==> src/rtl/button_event_arbiter.sv <==
// Turns debounced button levels into press/release/long-press events, shared round-robin on one
// valid/ready output. Long-press support (counters, L flags) is built only with BUTTON_EVENT_LONG_PRESS_EN.
module button_event_arbiter #(
  parameter int          NUM_BUTTONS = 4,
  parameter int          ID_WIDTH    = 2,
  parameter int          COUNT_SIZE  = 24,
  parameter int unsigned LONG_PRESS  = 24'd1200000
) (
  input  logic                   clock_in,
  input  logic                   reset,
  input  logic [NUM_BUTTONS-1:0] buttons_in,
  input  logic                   event_ready,
  output logic                   event_valid,
  output logic [ID_WIDTH-1:0]    event_id,
  output logic [1:0]             event_type,
  output logic [NUM_BUTTONS-1:0] pending_out,
  output logic                   overrun_out
);

  localparam logic [1:0]          TYPE_PRESS   = 2'b00;
  localparam logic [1:0]          TYPE_RELEASE = 2'b01;
  localparam logic [1:0]          TYPE_LONG    = 2'b10;
  localparam logic [ID_WIDTH-1:0] LAST_ID      = ID_WIDTH'(NUM_BUTTONS - 1);

  logic [NUM_BUTTONS-1:0] prev_q, prev_d;
  logic [NUM_BUTTONS-1:0] press_q, press_d;
  logic [NUM_BUTTONS-1:0] rel_q, rel_d;
  logic [NUM_BUTTONS-1:0] rise, fall;
  logic [NUM_BUTTONS-1:0] clr_press, clr_long, clr_rel;
  logic [NUM_BUTTONS-1:0] long_pend, long_fire;
  logic [NUM_BUTTONS-1:0] sel_oh;
  logic                   valid_q, valid_d;
  logic [ID_WIDTH-1:0]    id_q, id_d;
  logic [1:0]             type_q, type_d;
  logic [ID_WIDTH-1:0]    rr_q, rr_d;
  logic                   ovr_q, ovr_d;
  logic                   out_free;
  logic                   found;
  logic [ID_WIDTH-1:0]    sel_id;
  logic [1:0]             sel_type;

  assign rise = buttons_in & ~prev_q;
  assign fall = ~buttons_in & prev_q;

  // Round-robin search starting at rr; within one button press beats long beats release.
  always_comb begin
    int idx;
    found    = 1'b0;
    sel_id   = '0;
    sel_type = TYPE_PRESS;
    sel_oh   = '0;
    idx      = 0;
    for (int off = 0; off < NUM_BUTTONS; off++) begin
      idx = int'(rr_q) + off;
      if (idx >= NUM_BUTTONS) idx = idx - NUM_BUTTONS;
      if (!found && (press_q[idx] || long_pend[idx] || rel_q[idx])) begin
        found       = 1'b1;
        sel_id      = ID_WIDTH'(idx);
        sel_oh[idx] = 1'b1;
        if (press_q[idx])        sel_type = TYPE_PRESS;
        else if (long_pend[idx]) sel_type = TYPE_LONG;
        else                     sel_type = TYPE_RELEASE;
      end
    end
  end

  always_comb begin
    out_free  = !valid_q || event_ready;
    valid_d   = valid_q;
    id_d      = id_q;
    type_d    = type_q;
    rr_d      = rr_q;
    clr_press = '0;
    clr_long  = '0;
    clr_rel   = '0;
    if (out_free) begin
      valid_d = found;
      if (found) begin
        id_d   = sel_id;
        type_d = sel_type;
        rr_d   = (sel_id == LAST_ID) ? '0 : sel_id + ID_WIDTH'(1);
        case (sel_type)
          TYPE_PRESS: clr_press = sel_oh;
          TYPE_LONG:  clr_long  = sel_oh;
          default:    clr_rel   = sel_oh;
        endcase
      end
    end
  end

  // A new event beats a same-cycle clear; it only overruns a flag that stays pending.
  always_comb begin
    prev_d  = buttons_in;
    press_d = rise | (press_q & ~clr_press);
    rel_d   = fall | (rel_q & ~clr_rel);
    ovr_d   = ovr_q
            | (|(rise & press_q & ~clr_press))
            | (|(fall & rel_q & ~clr_rel))
            | (|(long_fire & long_pend & ~clr_long));
  end

  always_ff @(posedge clock_in or negedge reset) begin
    if (!reset) begin
      prev_q  <= '0;
      press_q <= '0;
      rel_q   <= '0;
      valid_q <= 1'b0;
      id_q    <= '0;
      type_q  <= TYPE_PRESS;
      rr_q    <= '0;
      ovr_q   <= 1'b0;
    end else begin
      prev_q  <= prev_d;
      press_q <= press_d;
      rel_q   <= rel_d;
      valid_q <= valid_d;
      id_q    <= id_d;
      type_q  <= type_d;
      rr_q    <= rr_d;
      ovr_q   <= ovr_d;
    end
  end

`ifdef BUTTON_EVENT_LONG_PRESS_EN
  localparam logic [COUNT_SIZE-1:0] LONG_LAST = COUNT_SIZE'(LONG_PRESS - 1);

  logic [NUM_BUTTONS-1:0][COUNT_SIZE-1:0] cnt_q, cnt_d;
  logic [NUM_BUTTONS-1:0]                 long_q, long_d;
  logic [NUM_BUTTONS-1:0]                 done_q, done_d;

  // Counter parks at LONG_LAST once the long event has fired, until the next edge.
  always_comb begin
    cnt_d     = cnt_q;
    done_d    = done_q;
    long_fire = '0;
    for (int i = 0; i < NUM_BUTTONS; i++) begin
      if (rise[i] || fall[i]) begin
        cnt_d[i]  = '0;
        done_d[i] = 1'b0;
      end else if (prev_q[i] && buttons_in[i] && !done_q[i]) begin
        if (cnt_q[i] == LONG_LAST) begin
          long_fire[i] = 1'b1;
          done_d[i]    = 1'b1;
        end else begin
          cnt_d[i] = cnt_q[i] + COUNT_SIZE'(1);
        end
      end
    end
    long_d = long_fire | (long_q & ~clr_long);
  end

  always_ff @(posedge clock_in or negedge reset) begin
    if (!reset) begin
      cnt_q  <= '0;
      long_q <= '0;
      done_q <= '0;
    end else begin
      cnt_q  <= cnt_d;
      long_q <= long_d;
      done_q <= done_d;
    end
  end

  assign long_pend = long_q;
`else
  logic unused_long_cfg;

  assign long_pend       = '0;
  assign long_fire       = '0;
  assign unused_long_cfg = ^{clr_long, COUNT_SIZE[0], LONG_PRESS[0]};
`endif

  assign event_valid = valid_q;
  assign event_id    = id_q;
  assign event_type  = type_q;
  assign pending_out = press_q | long_pend | rel_q;
  assign overrun_out = ovr_q;

endmodule
==> config.mk <==
export PLATFORM = sky130hd
export DESIGN_NAME = button_event_arbiter
export DESIGN_NICKNAME = d
export VERILOG_FILES = /design/src/rtl/button_event_arbiter.sv
export SDC_FILE = /design/constraint.sdc
export NUM_CORES = 1
export LEC_CHECK = 0
export CAP_MARGIN = 0
export CORE_ASPECT_RATIO = 1.5
export CORE_MARGIN = 2
export CORE_UTILIZATION = 56
export CTS_CLUSTER_DIAMETER = 80
export DETAILED_ROUTE_END_ITERATION = 10
export PLACE_DENSITY = 0.81
export SLEW_MARGIN = 20
export SYNTH_ARGS = -nofsm -noshare
export SYNTH_HDL_FRONTEND = slang
export SYNTH_SLANG_ARGS = --single-unit
export TNS_END_PERCENT = 20
==> constraint.sdc <==
create_clock -name clock_in -period 4.27 [get_ports clock_in]
set_input_delay 1.281 -clock clock_in [delete_from_list [all_inputs] [get_ports clock_in]]
set_output_delay 1.281 -clock clock_in [all_outputs]
set_load 0.01 [all_outputs]
==> results by group, run 1 <==
Yosys
  – Synth Area in Simple Gates: 18.7%
  – Synth Register Bits: 19
  – Cell count after synthesis: 146
  – Top_reg_cell synth: dfrtp_1
  – Mapped Area: 1490 sq um
  – Number of flops mapped to enable cells by yosys: 0
  – Main combinational cell family by area after synthesis: compound AO/OA/AOI/OAI gates
  – Post-synthesis xor/xnor area fraction: 0%
  – Adder-cell share of the synthesized area: 7.58%
  – Synth Area in Compound Gates: 19.3%
  – Yosys warns: 0
  – Synth area leaders: dfrtp_1 32%, mux4_2 9.1%, ha_1 7.6%
  – Ys async rst share: 100%
  – Area leader, netlist: dfrtp_1
  – Synthesized net count: 162
  – Post-Synthesis Mean Instance Area: 10.2 sq um
  – Top-area cell type share of the netlist area: 32.0%
  – Seq/Total Area, Yosys: 32.0%
  – Yosys cell types: 40
  – Multiplexer area fraction after synthesis: 16.3%

Layout
  – Most frequent cells in the layout: 19 x nand2_1, 19 x dfrtp_1, 15 x clkdlybuf4s50_1, 12 x inv_1, 11 x o21ai_0
  – # diodes: 0
  – P&R area growth vs syn: 11.6%
  – # fillers: 201
  – Share of layout cells above drive strength 1: 19.8%
  – Nets: 179

Routing
  – Post-DRT Antenna Nets: 0
  – Initial DRT Pass Iterations: 4
  – Per-cell routed wire length: 17.3 um
  – Initial DRC count: 39
  – Routed via count: 1209
  – Routed vias/inst: 6.50
  – Drc violations: 0
  – Post-Route WL: 3220 um

CTS
  – Clock tree from TritonCTS: built
  – CTS Buffer Depth: 2
  – Hold-fix buffers, CTS: 0
  – Num CTS Buffers: 3
  – Root Buffer: clkbuf_4
  – Buffer count from post-CTS setup fixing: 0
  – Clock sink total: 19
  – Worst-Skew Late Latency: 0.28 ns
  – Post-CTS sizing: 0
  – Clock-pin slew on the worst setup and hold paths: 0.10 ns
  – H-tree depth: 1

Global route
  – Gr usage total: 24.2%
  – First-pass GRT wire length: 5390 um
  – Largest net degree at the start of global routing: 20
  – GR Overflow Total: 0
  – Initial antenna violation count: 0
  – Vias in the first global route: 1136

Worst setup path
  – Setup crit end kind: flop
  – Register-to-Register Path Depth: 9
  – Buf+Inv Stages, Crit Path: 1
  – CP Depth: 9
  – Crit-path max FO: 11
  – Worst path max stage delay: 0.62 ns
  – Crit path max-delay family: simple AND/OR/NAND/NOR gates
  – Max stage delay cell, worst path: dfrtp_1
  – Reg2Reg Capture Point: rr_q[1]
  – Critical-path cell list: inv_1 -> ha_1 -> mux4_2 -> or2_4 -> nor3_4 -> nor3_1 -> a21oi_1 -> ha_1 -> mux2_2
  – Crit path top cell by count: ha_1
  – Critical Path RT: 4.45 ns
  – CP arrival: 3.50 ns
  – R2R setup slack: 0.95 ns
  – Crit path capture: rr_q[1]
  – Critical Path Source Type: flop
  – Setup crit start: rr_q[1]
  – R2r startpoint: rr_q[1]
  – Crit path kind: reg -> reg

Timing
  – Final critical-path share of the clock period: 77.7%
  – Post-route minimum period: 3.32 ns
  – FMAX: 302 MHz
  – Final setup fails: 0
  – Slew HR: 44.1%
  – Setup TNS: 0 ns
  – Final Skew: 0.00273 ns
  – Worst-margin pin slew: 0.835 ns
  – Final hold vios: 0
  – Max-slew violations: 0
  – RSZ-0062 raised after global routing: no

Placed design
  – Detail Placement HPWL: 2510 um
  – Routability cong.: 0.916
  – I/O Buffers: 15

Die
  – Starting Density: 59.9%
  – FP Rows: 22
  – Die Y: 67.1 um
  – Die Area: 3090 sq um
  – Die Width: 46.1 um
  – Num ports: 17
  – Core box area: 2480 sq um

Min path
  – Hold Crit Class: reg -> reg

Pwr
  – PnR Total Power: 1030 uW
  – P per Cell Area: 623 nW/um^2
  – Max rail drop VDD: 0.000423 V
  – Pleak: 0.000669 uW

Job
  – Total of max-cap violations: 0

Status
  – Status: completed
## worst min path at each step
stage | from | endpoint | slack, ns | cells after the start
after floorplan | prev_q[2] | press_q[2] | 0.44 | 1
after global placement | prev_q[2] | press_q[2] | 0.46 | 1
after detailed placement | prev_q[2] | press_q[2] | 0.46 | 1
after CTS | prev_q[2] | press_q[2] | 0.48 | 1
after global routing | event_type[0] | event_type[0] | 0.50 | 1
final | prev_q[2] | press_q[2] | 0.48 | 1
## state kept, by name, indices dropped and copies added (netlist names)
signal / flops
rel_q: 4
overrun_out: 1
press_q: 4
prev_q: 4
event_id: 2
event_type: 1
rr_q: 2
event_valid: 1
## cell usage after synthesis, types with 3 or more instances
library cell,number
a21oi_1,7
a221o_2,4
buf_6,3
dfrtp_1,19
ha_1,9
inv_1,12
mux2_2,4
mux4_2,6
nand2_1,19
nand3_1,3
nor2_1,4
o21ai_0,11
o31ai_1,6
or2_2,4
## where the power goes
part	total (uW)	internal (uW)	switching, uW
sequential	327	235	91.6
combinational	619	297	322
clock	88.1	36.2	51.9
## per-layer routing
metal / GRT usage [%] / vias to the layer above / wire length [um]
met5: 0 / - / 0
met2: 37.3 / 38 / 1630
met1: 33.9 / 589 / 1360
met4: 8.93 / 0 / 102
li1: - / 572 / -
met3: 3.52 / 10 / 123
## through the flow
| step | utilization, % | instance area (sq um) | std cells | setup slack, ns | hold WS, ns |
|---|---|---|---|---|---|
| floorplan | - | 1490 | 146 | 1.32 | 0.438 |
| global placement | 65.9 | 1630 | 182 | 1.16 | 0.457 |
| detailed placement | 65.9 | 1630 | 182 | 1.02 | 0.463 |
| CTS | 66.9 | 1660 | 186 | 0.995 | 0.479 |
| global route | 66.9 | 1660 | 186 | 0.767 | 0.505 |
| finish | 66.9 | 1660 | 186 | 0.954 | 0.484 |
## kinds of logic after synthesis
| logic type | after synthesis |
|---|---|
| AND/OR/NAND/NOR | 49 |
| other | 1 |
| flip-flops | 19 |
| AO/OA/AOI/OAI | 39 |
| buffers and inverters | 16 |
| multiplexers | 13 |
| adder cells (fa/ha/maj) | 9 |
## area by class of cell
type | instances | area, sq um | share of cell area, %
repair buffers | 16 | 158 | 9.51
clock buffers | 4 | 26.3 | 1.58
well taps | 24 | 30.0 | 1.81
multi-input cells | 111 | 923 | 55.7
inverters | 12 | 45.0 | 2.72
flip-flops and latches | 19 | 475 | 28.7
Power figures use the tool's default switching activity.
==> inputs of run 2 (changes only) <==
Settings changed: CORE_UTILIZATION 56 to 50, PLACE_DENSITY 0.81 to 0.76.
Clock period 4.27 ns to 2.7 ns, I/O delays scaled along.
==> run 2 against run 1 <==
- the flow now finishes with violations (setup timing)
- utilization is 0.95 points lower
- combinational power is 110% higher
- fmax is 22% higher
- count of clock-buffer cells in the layout stayed put
- setup slack worse by 0.98 ns
- largest power group unchanged
==> results by group, run 2 (same netlist as run 1, synthesis figures left out) <==
Worst setup path
  – Crit path kind: reg -> reg
  – Register-to-Register Path Depth: 10
  – Reg2Reg Capture Point: rr_q[1]
  – Setup crit end kind: flop
  – Max stage delay cell, worst path: dfrtp_1
  – R2r startpoint: rr_q[1]
  – Worst path max stage delay: 0.45 ns
  – Critical Path RT: 2.84 ns
  – Critical Path Source Type: flop
  – Critical-path cell list: inv_2 -> ha_4 -> mux4_2 -> or2_4 -> nor3_4 -> buf_4 -> a211oi_2 -> a21oi_2 -> ha_1 -> mux2_2
  – Crit-path max FO: 6
  – Setup crit start: rr_q[1]
  – CP arrival: 2.86 ns
  – R2R setup slack: -0.02 ns

Placed design
  – I/O Buffers: 15
  – Routability cong.: 0.940
  – Detail Placement HPWL: 2810 um
  – DP Area: 1750 sq um

Layout
  – Post-route cell area: 1900 sq um
  – Share of layout cells above drive strength 1: 35.1%
  – Biggest regs: press_q (4), prev_q (4), rel_q (4)
  – # fillers: 243
  – # diodes: 0
  – P&R area growth vs syn: 28.1%
  – Most frequent cells in the layout: 23 x buf_4, 19 x nand2_1, 18 x dfrtp_1, 15 x clkdlybuf4s50_1, 11 x o21ai_0
  – Nets: 202
  – Most common cell after layout, fill and taps aside: buf_4

Global route
  – GRT met1 Usage: 26.7%
  – Vias in the first global route: 1306
  – Largest net degree at the start of global routing: 20
  – Gr usage total: 22.3%
  – GR Overflow Total: 0
  – First-pass GRT wire length: 6060 um
  – Most heavily used metal layer in global routing: met2
  – Grt met3 use: 1.90%
  – Initial antenna violation count: 0
  – Met2 Use GR: 41.0%

Die
  – Die Area: 3430 sq um
  – Starting Density: 51.5%
  – Die Width: 48.5 um
  – Die Y: 70.8 um
  – FP Rows: 24
  – Core box area: 2880 sq um
  – Num ports: 17

Min path
  – Hold depth: 1
  – Hold EP: press_q[2]
  – Hold Crit Start: prev_q[2]
  – Hold Crit Class: reg -> reg

Routing
  – Drc violations: 0
  – Routed vias/inst: 6.04
  – Post-Route WL: 3870 um
  – Post-DRT Antenna Nets: 0
  – Initial DRC count: 43
  – Per-cell routed wire length: 17.3 um
  – Initial DRT Pass Iterations: 4
  – Routed via count: 1352

Job
  – Total of max-cap violations: 0

Status
  – Status: finished with violations
  – Failing checks: setup timing

CTS
  – Num CTS Buffers: 3
  – Clock-pin slew on the worst setup and hold paths: 0.07 ns
  – Worst-Skew Late Latency: 0.25 ns
  – Root Buffer: clkbuf_8
  – Clock sink total: 19
  – CTS Buffer Depth: 2
  – Hold-fix buffers, CTS: 0
  – Clock tree from TritonCTS: built
  – H-tree depth: 1

Pwr
  – Pleak: 0.000791 uW
  – Max rail drop VDD: 0.000791 V
  – P per Cell Area: 1060 nW/um^2

Timing
  – Max-slew violations: 0
  – Final Skew: 0.000995 ns
  – PnR worst setup slack: -0.0248 ns
  – Final hold vios: 0
  – Slew HR: 43.3%
  – Final critical-path share of the clock period: 101%
  – Post-route minimum period: 2.72 ns
  – Worst-margin pin slew: 0.847 ns
  – Final setup fails: 1
  – Hold slack: 0.479 ns
  – FMAX: 367 MHz
[run 2: cell types whose count changed in the layout (fill, tap and decap cells not counted), sizes merged]
cell,delta
buf,+23
[run 2: routing by layer]
metal | vias up | wire, um
met4 | 0 | 121
li1 | 617 | -
met2 | 54 | 2110
met5 | - | 0
met3 | 14 | 206
met1 | 667 | 1430
[run 2: stage by stage]
stage                     power (uW)  setup TNS, ns  util [%]  std cells  setup slack (ns)
after global placement          1590              0      60.9        209            0.0393
after CTS                       1890              0      63.6        217            0.0111
after floorplan                 1270         -0.132         -        146            -0.132
after global routing            2150         -0.162      66.0        224           -0.0826
final                           2020        -0.0248      66.0        224           -0.0248
after detailed placement        1640        -0.0708      60.9        209           -0.0376
[run 2: layout make-up]
| cell class | count | area (sq um) | share of cell area (%) |
|---|---|---|---|
| inverters | 12 | 45.0 | 2.37 |
| well taps | 39 | 48.8 | 2.57 |
| flip-flops and latches | 19 | 477 | 25.1 |
| clock buffers | 4 | 45.0 | 2.37 |
| repair buffers | 39 | 334 | 17.6 |
| multi-input cells | 111 | 952 | 50.1 |
[run 2: how the worst max path moves through the flow]
stage	endpoint	slack (ns)	cells past startpoint
after detailed placement	rr_q[1]	-0.04	9
final	rr_q[1]	-0.02	10
after CTS	rr_q[1]	0.01	8
after global placement	rr_q[1]	0.04	8
after floorplan	rr_q[1]	-0.13	10
after global routing	rr_q[1]	-0.08	10
[run 2: worst max-delay path, delay by kind of cell (launching register included)]
kind            cells  cell delay, ns
compound gates      2            0.17
mux                 2            0.60
flops               1            0.45
simple gates        2            0.57
buf+inv             2            0.25
fa+ha+maj           2            0.55
[run 2: timing repair]
| action | 4_1_cts | 5_1_grt |
|---|---|---|
| setup endpoints to repair | 2 | 3 |
| buffers inserted | 4 | 7 |
| endpoints found under the hold margin | 0 | 0 |
| pin swaps | 1 | 8 |
| resized for setup | 1 | 8 |
[run 2: power breakdown]
part           switching (uW)  internal (uW)
registers                 140            374
clock network            91.3            105
logic                     632            678
total                     863           1160
==> inputs of run 3 (changes only) <==
Settings changed: ABC_CLOCK_PERIOD_IN_PS set to 2700, CORE_ASPECT_RATIO 1.5 to 1.25, SLEW_MARGIN 20 to 10.
==> run 3 against run 2 <==
- largest cell class unchanged
- routed wire length shrank 5.9%
- the run now ends clean
- global-route usage grew 0.64 points
- critical endpoint unchanged
- critical path type unchanged
- worst hold slack gained 0.0018 ns
- largest power group unchanged
- count of clock-buffer cells in the layout is the same
- highest routed layer unchanged
- fmax grew 1.2%
==> results by group, run 3 (same netlist as run 1, synthesis figures left out) <==
Layout
  – # diodes: 0
  – Biggest regs: press_q (4), prev_q (4), rel_q (4)
  – Share of layout cells above drive strength 1: 39.4%
  – Most common cell after layout, fill and taps aside: buf_4
  – Final Non-Filler Cells: 224
  – # fillers: 226
  – Most frequent cells in the layout: 24 x buf_4, 19 x nand2_1, 15 x clkdlybuf4s50_1, 14 x dfrtp_1, 11 x o21ai_0
  – Nets: 205
  – Post-route cell area: 1920 sq um
  – P&R area growth vs syn: 29.3%

Global route
  – Initial antenna violation count: 0
  – First-pass GRT wire length: 5910 um
  – Vias in the first global route: 1277
  – Largest net degree at the start of global routing: 20
  – GR Overflow Total: 0
  – Gr usage total: 23.0%

Routing
  – Drc violations: 0
  – Post-DRT Antenna Nets: 0
  – Per-cell routed wire length: 16.3 um
  – Initial DRT Pass Iterations: 4
  – Initial DRC count: 40
  – Routed via count: 1286
  – Routed vias/inst: 5.74
  – Post-Route WL: 3640 um

Pwr
  – Internal power: 1180 uW
  – Max rail drop VDD: 0.000690 V
  – Psw: 875 uW
  – P per Cell Area: 1070 nW/um^2
  – Combinational share of power: 68.3%
  – Clock network power share: 7.3%
  – Sequential power share: 24.4%
  – Pleak: 0.000800 uW
  – Sw Share: 42.5%

Timing
  – Setup TNS: 0 ns
  – Final Skew: 0.00150 ns
  – Final hold vios: 0
  – Final setup fails: 0
  – Max-slew violations: 0
  – Final critical-path share of the clock period: 99.7%
  – FMAX: 371 MHz
  – Post-route minimum period: 2.69 ns
  – Hold slack: 0.481 ns

CTS
  – Clock sink total: 19
  – H-tree depth: 1
  – Root Buffer: clkbuf_4
  – Clock tree from TritonCTS: built
  – Worst-Skew Late Latency: 0.30 ns
  – Hold-fix buffers, CTS: 0
  – Num CTS Buffers: 3
  – Clock-pin slew on the worst setup and hold paths: 0.11 ns
  – CTS Buffer Depth: 2

Worst setup path
  – CP arrival: 2.89 ns
  – Setup crit end kind: flop
  – Crit-path max FO: 10
  – Critical Path Source Type: flop
  – Critical Path RT: 2.90 ns
  – Crit path kind: reg -> reg

Job
  – Total of max-cap violations: 0

Die
  – FP Rows: 22
  – Die Y: 64.9 um
  – Starting Density: 51.4%
  – Die Width: 52.7 um
  – Num ports: 17
  – Die Area: 3430 sq um
  – Core box area: 2890 sq um

Placed design
  – I/O Buffers: 15
  – Detail Placement HPWL: 2630 um
  – Routability cong.: 0.998
  – DP Area: 1760 sq um
  – Placed Instances: 207

Min path
  – Hold Crit Class: reg -> reg

Status
  – Status: completed
run 3: cell count changes in the layout (fill, tap and decap cells not counted), moves of 2 or more:
cell	change
clkbuf_4	+3
dfrtp_2	+4
buf_6	+2
clkbuf_8	-3
dfrtp_1	-4
run 3: routing by layer:
metal,share of wire (%),wire length (um),track usage [%]
met1,44,1610,33.1
met2,49,1800,37.0
met5,0,0,0
met3,4.0,145,1.38
met4,2.5,91,6.73
run 3: metrics by stage:
step                      worst slack, ns  util, %  total power (uW)
final                             0.00779     66.5              2060
after global routing              -0.0452     66.5              2190
after CTS                          0.0142     62.3              1820
after detailed placement          0.00256     60.8              1630
after global placement             0.0564     60.8              1590
after floorplan                    -0.132        -              1270
run 3: final timing paths:
kind / start / endpoint / slack [ns] / cells after the start
worst max-delay path: rr_q[1] / rr_q[1] / 0.008 / 8
worst min-delay path: prev_q[1] / press_q[1] / 0.48 / 1
worst max register to register: rr_q[1] / rr_q[1] / 0.008 / 8
worst min register to register: prev_q[1] / press_q[1] / 0.48 / 1
max in group asynchronous: reset / press_q[2] / 1.66 / 2
min in group asynchronous: reset / event_id[0] / 0.82 / 2
run 3: what timing repair did:
item / in CTS / in global routing
gates cloned: 0 / 0
buffers inserted: 2 / 11
pin swaps: 1 / 10
resized for setup: 1 / 18
endpoints found under the setup margin: 2 / 2
run 3: cell type report:
type / instances / area [sq um] / area share [%]
sequential: 19 / 482 / 25.1
inverter: 12 / 45.0 / 2.35
clock buffer: 4 / 26.3 / 1.37
multi-input combinational: 111 / 958 / 49.9
tap: 36 / 45.0 / 2.35
timing repair buffer: 42 / 364 / 19.0
run 3: worst max-delay path, stage by stage (launching register included):
cell      delay, ns
dfrtp_1        0.39
buf_6          0.16
mux4_2         0.53
or2_4          0.30
a22o_2         0.27
a211oi_2       0.20
a21oi_1        0.10
ha_1           0.33
mux2_2         0.28
run 3: power by group through the flow:
| stage | registers, uW | logic (uW) | clock network, uW |
|---|---|---|---|
| after global routing | 514 | 1520 | 157 |
| after CTS | 486 | 1180 | 150 |
| after floorplan | 480 | 792 | 0 |
| after global placement | 492 | 1100 | 0 |
| after detailed placement | 501 | 1130 | 0 |
| final | 502 | 1410 | 150 |
==> RTL change (config.mk and constraints of run 1) <==
Add a define of `BUTTON_EVENT_LONG_PRESS_EN`.
--- a/src/rtl/button_event_arbiter.sv
+++ b/src/rtl/button_event_arbiter.sv
@@ -1,5 +1,7 @@
 // Turns debounced button levels into press/release/long-press events, shared round-robin on one
 // valid/ready output. Long-press support (counters, L flags) is built only with BUTTON_EVENT_LONG_PRESS_EN.
+`define BUTTON_EVENT_LONG_PRESS_EN
+
 module button_event_arbiter #(
   parameter int          NUM_BUTTONS = 4,
   parameter int          ID_WIDTH    = 2,
Function: no difference found for any inputs over 4 cycles, from zero or initial values and one cycle with reset low; that may be too few to reach the edited logic, so the function may still have changed.
==> RTL change against run 1 <==
Final area grew to 4.9 times the old value. Worst setup slack worse by 0.50 ns. Sequential cell count increased by 105. Area after synthesis rose to 4.8 times the old value. Non-clock buffer count is 19 higher. Core utilization decreased by 1.8 points. Die area grew to 4.4 times the old value. Cell count grew to 5.0 times the old value. Count of clock-buffer cells in the layout grew 18. Total power grew to 3.5 times the old value. Wire length rose to 4.7 times the old value. Largest cell class unchanged.
==> RTL change: results (changes against run 1) <==
| Metric | Value |
|---|---|
| Outcome | `finished, final reports clean` |
| Number of instances in the synthesized netlist | `728 (+400%)` |
| Arrival time of data at the critical path endpoint | `4.14 ns (+0.64 ns)` |
| Worst-case clock skew | `0.00850 ns (+0.00576 ns)` |
| Delay of the slowest cell on the worst path | `0.54 ns (-0.08 ns)` |
| Instance count after placement with tap cells included | `898 (+390%)` |
| Design Power | `3620 µW (+250%)` |
| Clock slew at reported path FFs | `0.05 ns (-0.05 ns)` |
| Max_slew headroom | `39.3% (-4.8 points)` |
| Highest-delay cell along the critical path | `sky130_fd_sc_hd__clkdlybuf4s50_1` |
| Ranking of synthesized cells by area | `sky130_fd_sc_hd__dfrtp_1, sky130_fd_sc_hd__xnor2_1, sky130_fd_sc_hd__and2_1, sky130_fd_sc_hd__ha_1, sky130_fd_sc_hd__nand2_1` |
| Amount of wire on met3 after detailed routing | `720 µm (+490%)` |
| Origin of the worst min-delay path | `done_q[0]$_DFFE_PN0P_` |
| Number of nets in the layout | `793 (+340%)` |
| Met2 routed wirelength | `8180 µm (+400%)` |
| Global-route track usage on met2 | `42.3% (+5.0 points)` |
| Met1 track demand over resource | `29.9% (-4.1 points)` |
| Number of H-tree levels | `4 (+3)` |
| Critical Path Fanout Max | `7 (-4)` |
| Iteration count of the initial detailed-routing pass | `5 (+1)` |
| Worst reg2reg path endpoint | `overrun_out$_DFF_PN0_` |
| GR Util All Layers | `24.5% (+0.31 points)` |
| Leakage power of the design | `0.00348 µW (+420%)` |
| Endpoint of the most critical setup path | `cnt_q[87]$_DFFE_PN0P_` |
| Routed via count divided by cell count | `5.95 (-8.4%)` |
| Synth Area in Adders | `4.41% (-3.2 points)` |
| Number of distinct library cells after synthesis | `53 (+33%)` |
| Final Hold Slack | `0.486 ns (+0.00182 ns)` |
| Number of nets produced by synthesis | `760 (+370%)` |
| 1st-iter DRT viols | `269 (+590%)` |
| Via count of the first global-routing pass | `5641 (+400%)` |
| Global-route wire length before repair | `26200 µm (+390%)` |
| Setup slack, reg-to-reg | `0.72 ns (-0.23 ns)` |
| Total Wirelength | `15200 µm (+370%)` |
| Share of the yosys chip area belonging to registers | `43.8% (+12 points)` |
| Sequential share of power | `36.5% (+4.9 points)` |
| Fraction of synthesized area in multiplexers | `4.57% (-12 points)` |
| Pre-CTS setup slack | `0.104 ns (-0.916 ns)` |
| Final min period | `3.81 ns (+0.497 ns)` |
| Placement Cell Area | `0.00750 mm² (+360%)` |
| Min-Delay Path Depth | `2 (+1)` |
| Clock latency on the worst-skew pair | `0.42 ns (+0.14 ns)` |
| Critical Path Start | `buttons_in[3]` |
| Pin count of the biggest net entering global routing | `68 (+240%)` |
| Proportion of power drawn by the clock network | `40.9% (+32 points)` |
-- RTL change: changes by cell type in the layout (fill, tap and decap cells not counted), moves of 18 or more --
cell | run 1 | this run
sky130_fd_sc_hd__o21ai_0 | 11 | 32
sky130_fd_sc_hd__or3_1 | 0 | 27
sky130_fd_sc_hd__buf_4 | 1 | 19
sky130_fd_sc_hd__dfrtp_1 | 19 | 124
sky130_fd_sc_hd__xor2_1 | 0 | 20
sky130_fd_sc_hd__nand4_1 | 2 | 26
sky130_fd_sc_hd__nor2_1 | 4 | 37
sky130_fd_sc_hd__nand3_1 | 3 | 38
sky130_fd_sc_hd__xnor2_1 | 0 | 54
sky130_fd_sc_hd__and3_1 | 0 | 18
sky130_fd_sc_hd__nand2_1 | 19 | 72
sky130_fd_sc_hd__and2_1 | 0 | 62
-- RTL change: cell type report --
type,count,area [µm²]
clock buffers,22,474
clock inverters,9,136
fillers,946,4340
inverters,28,105
multi-input cells,555,3780
flip-flops and latches,124,3100
well taps,156,195
repair buffers,35,313
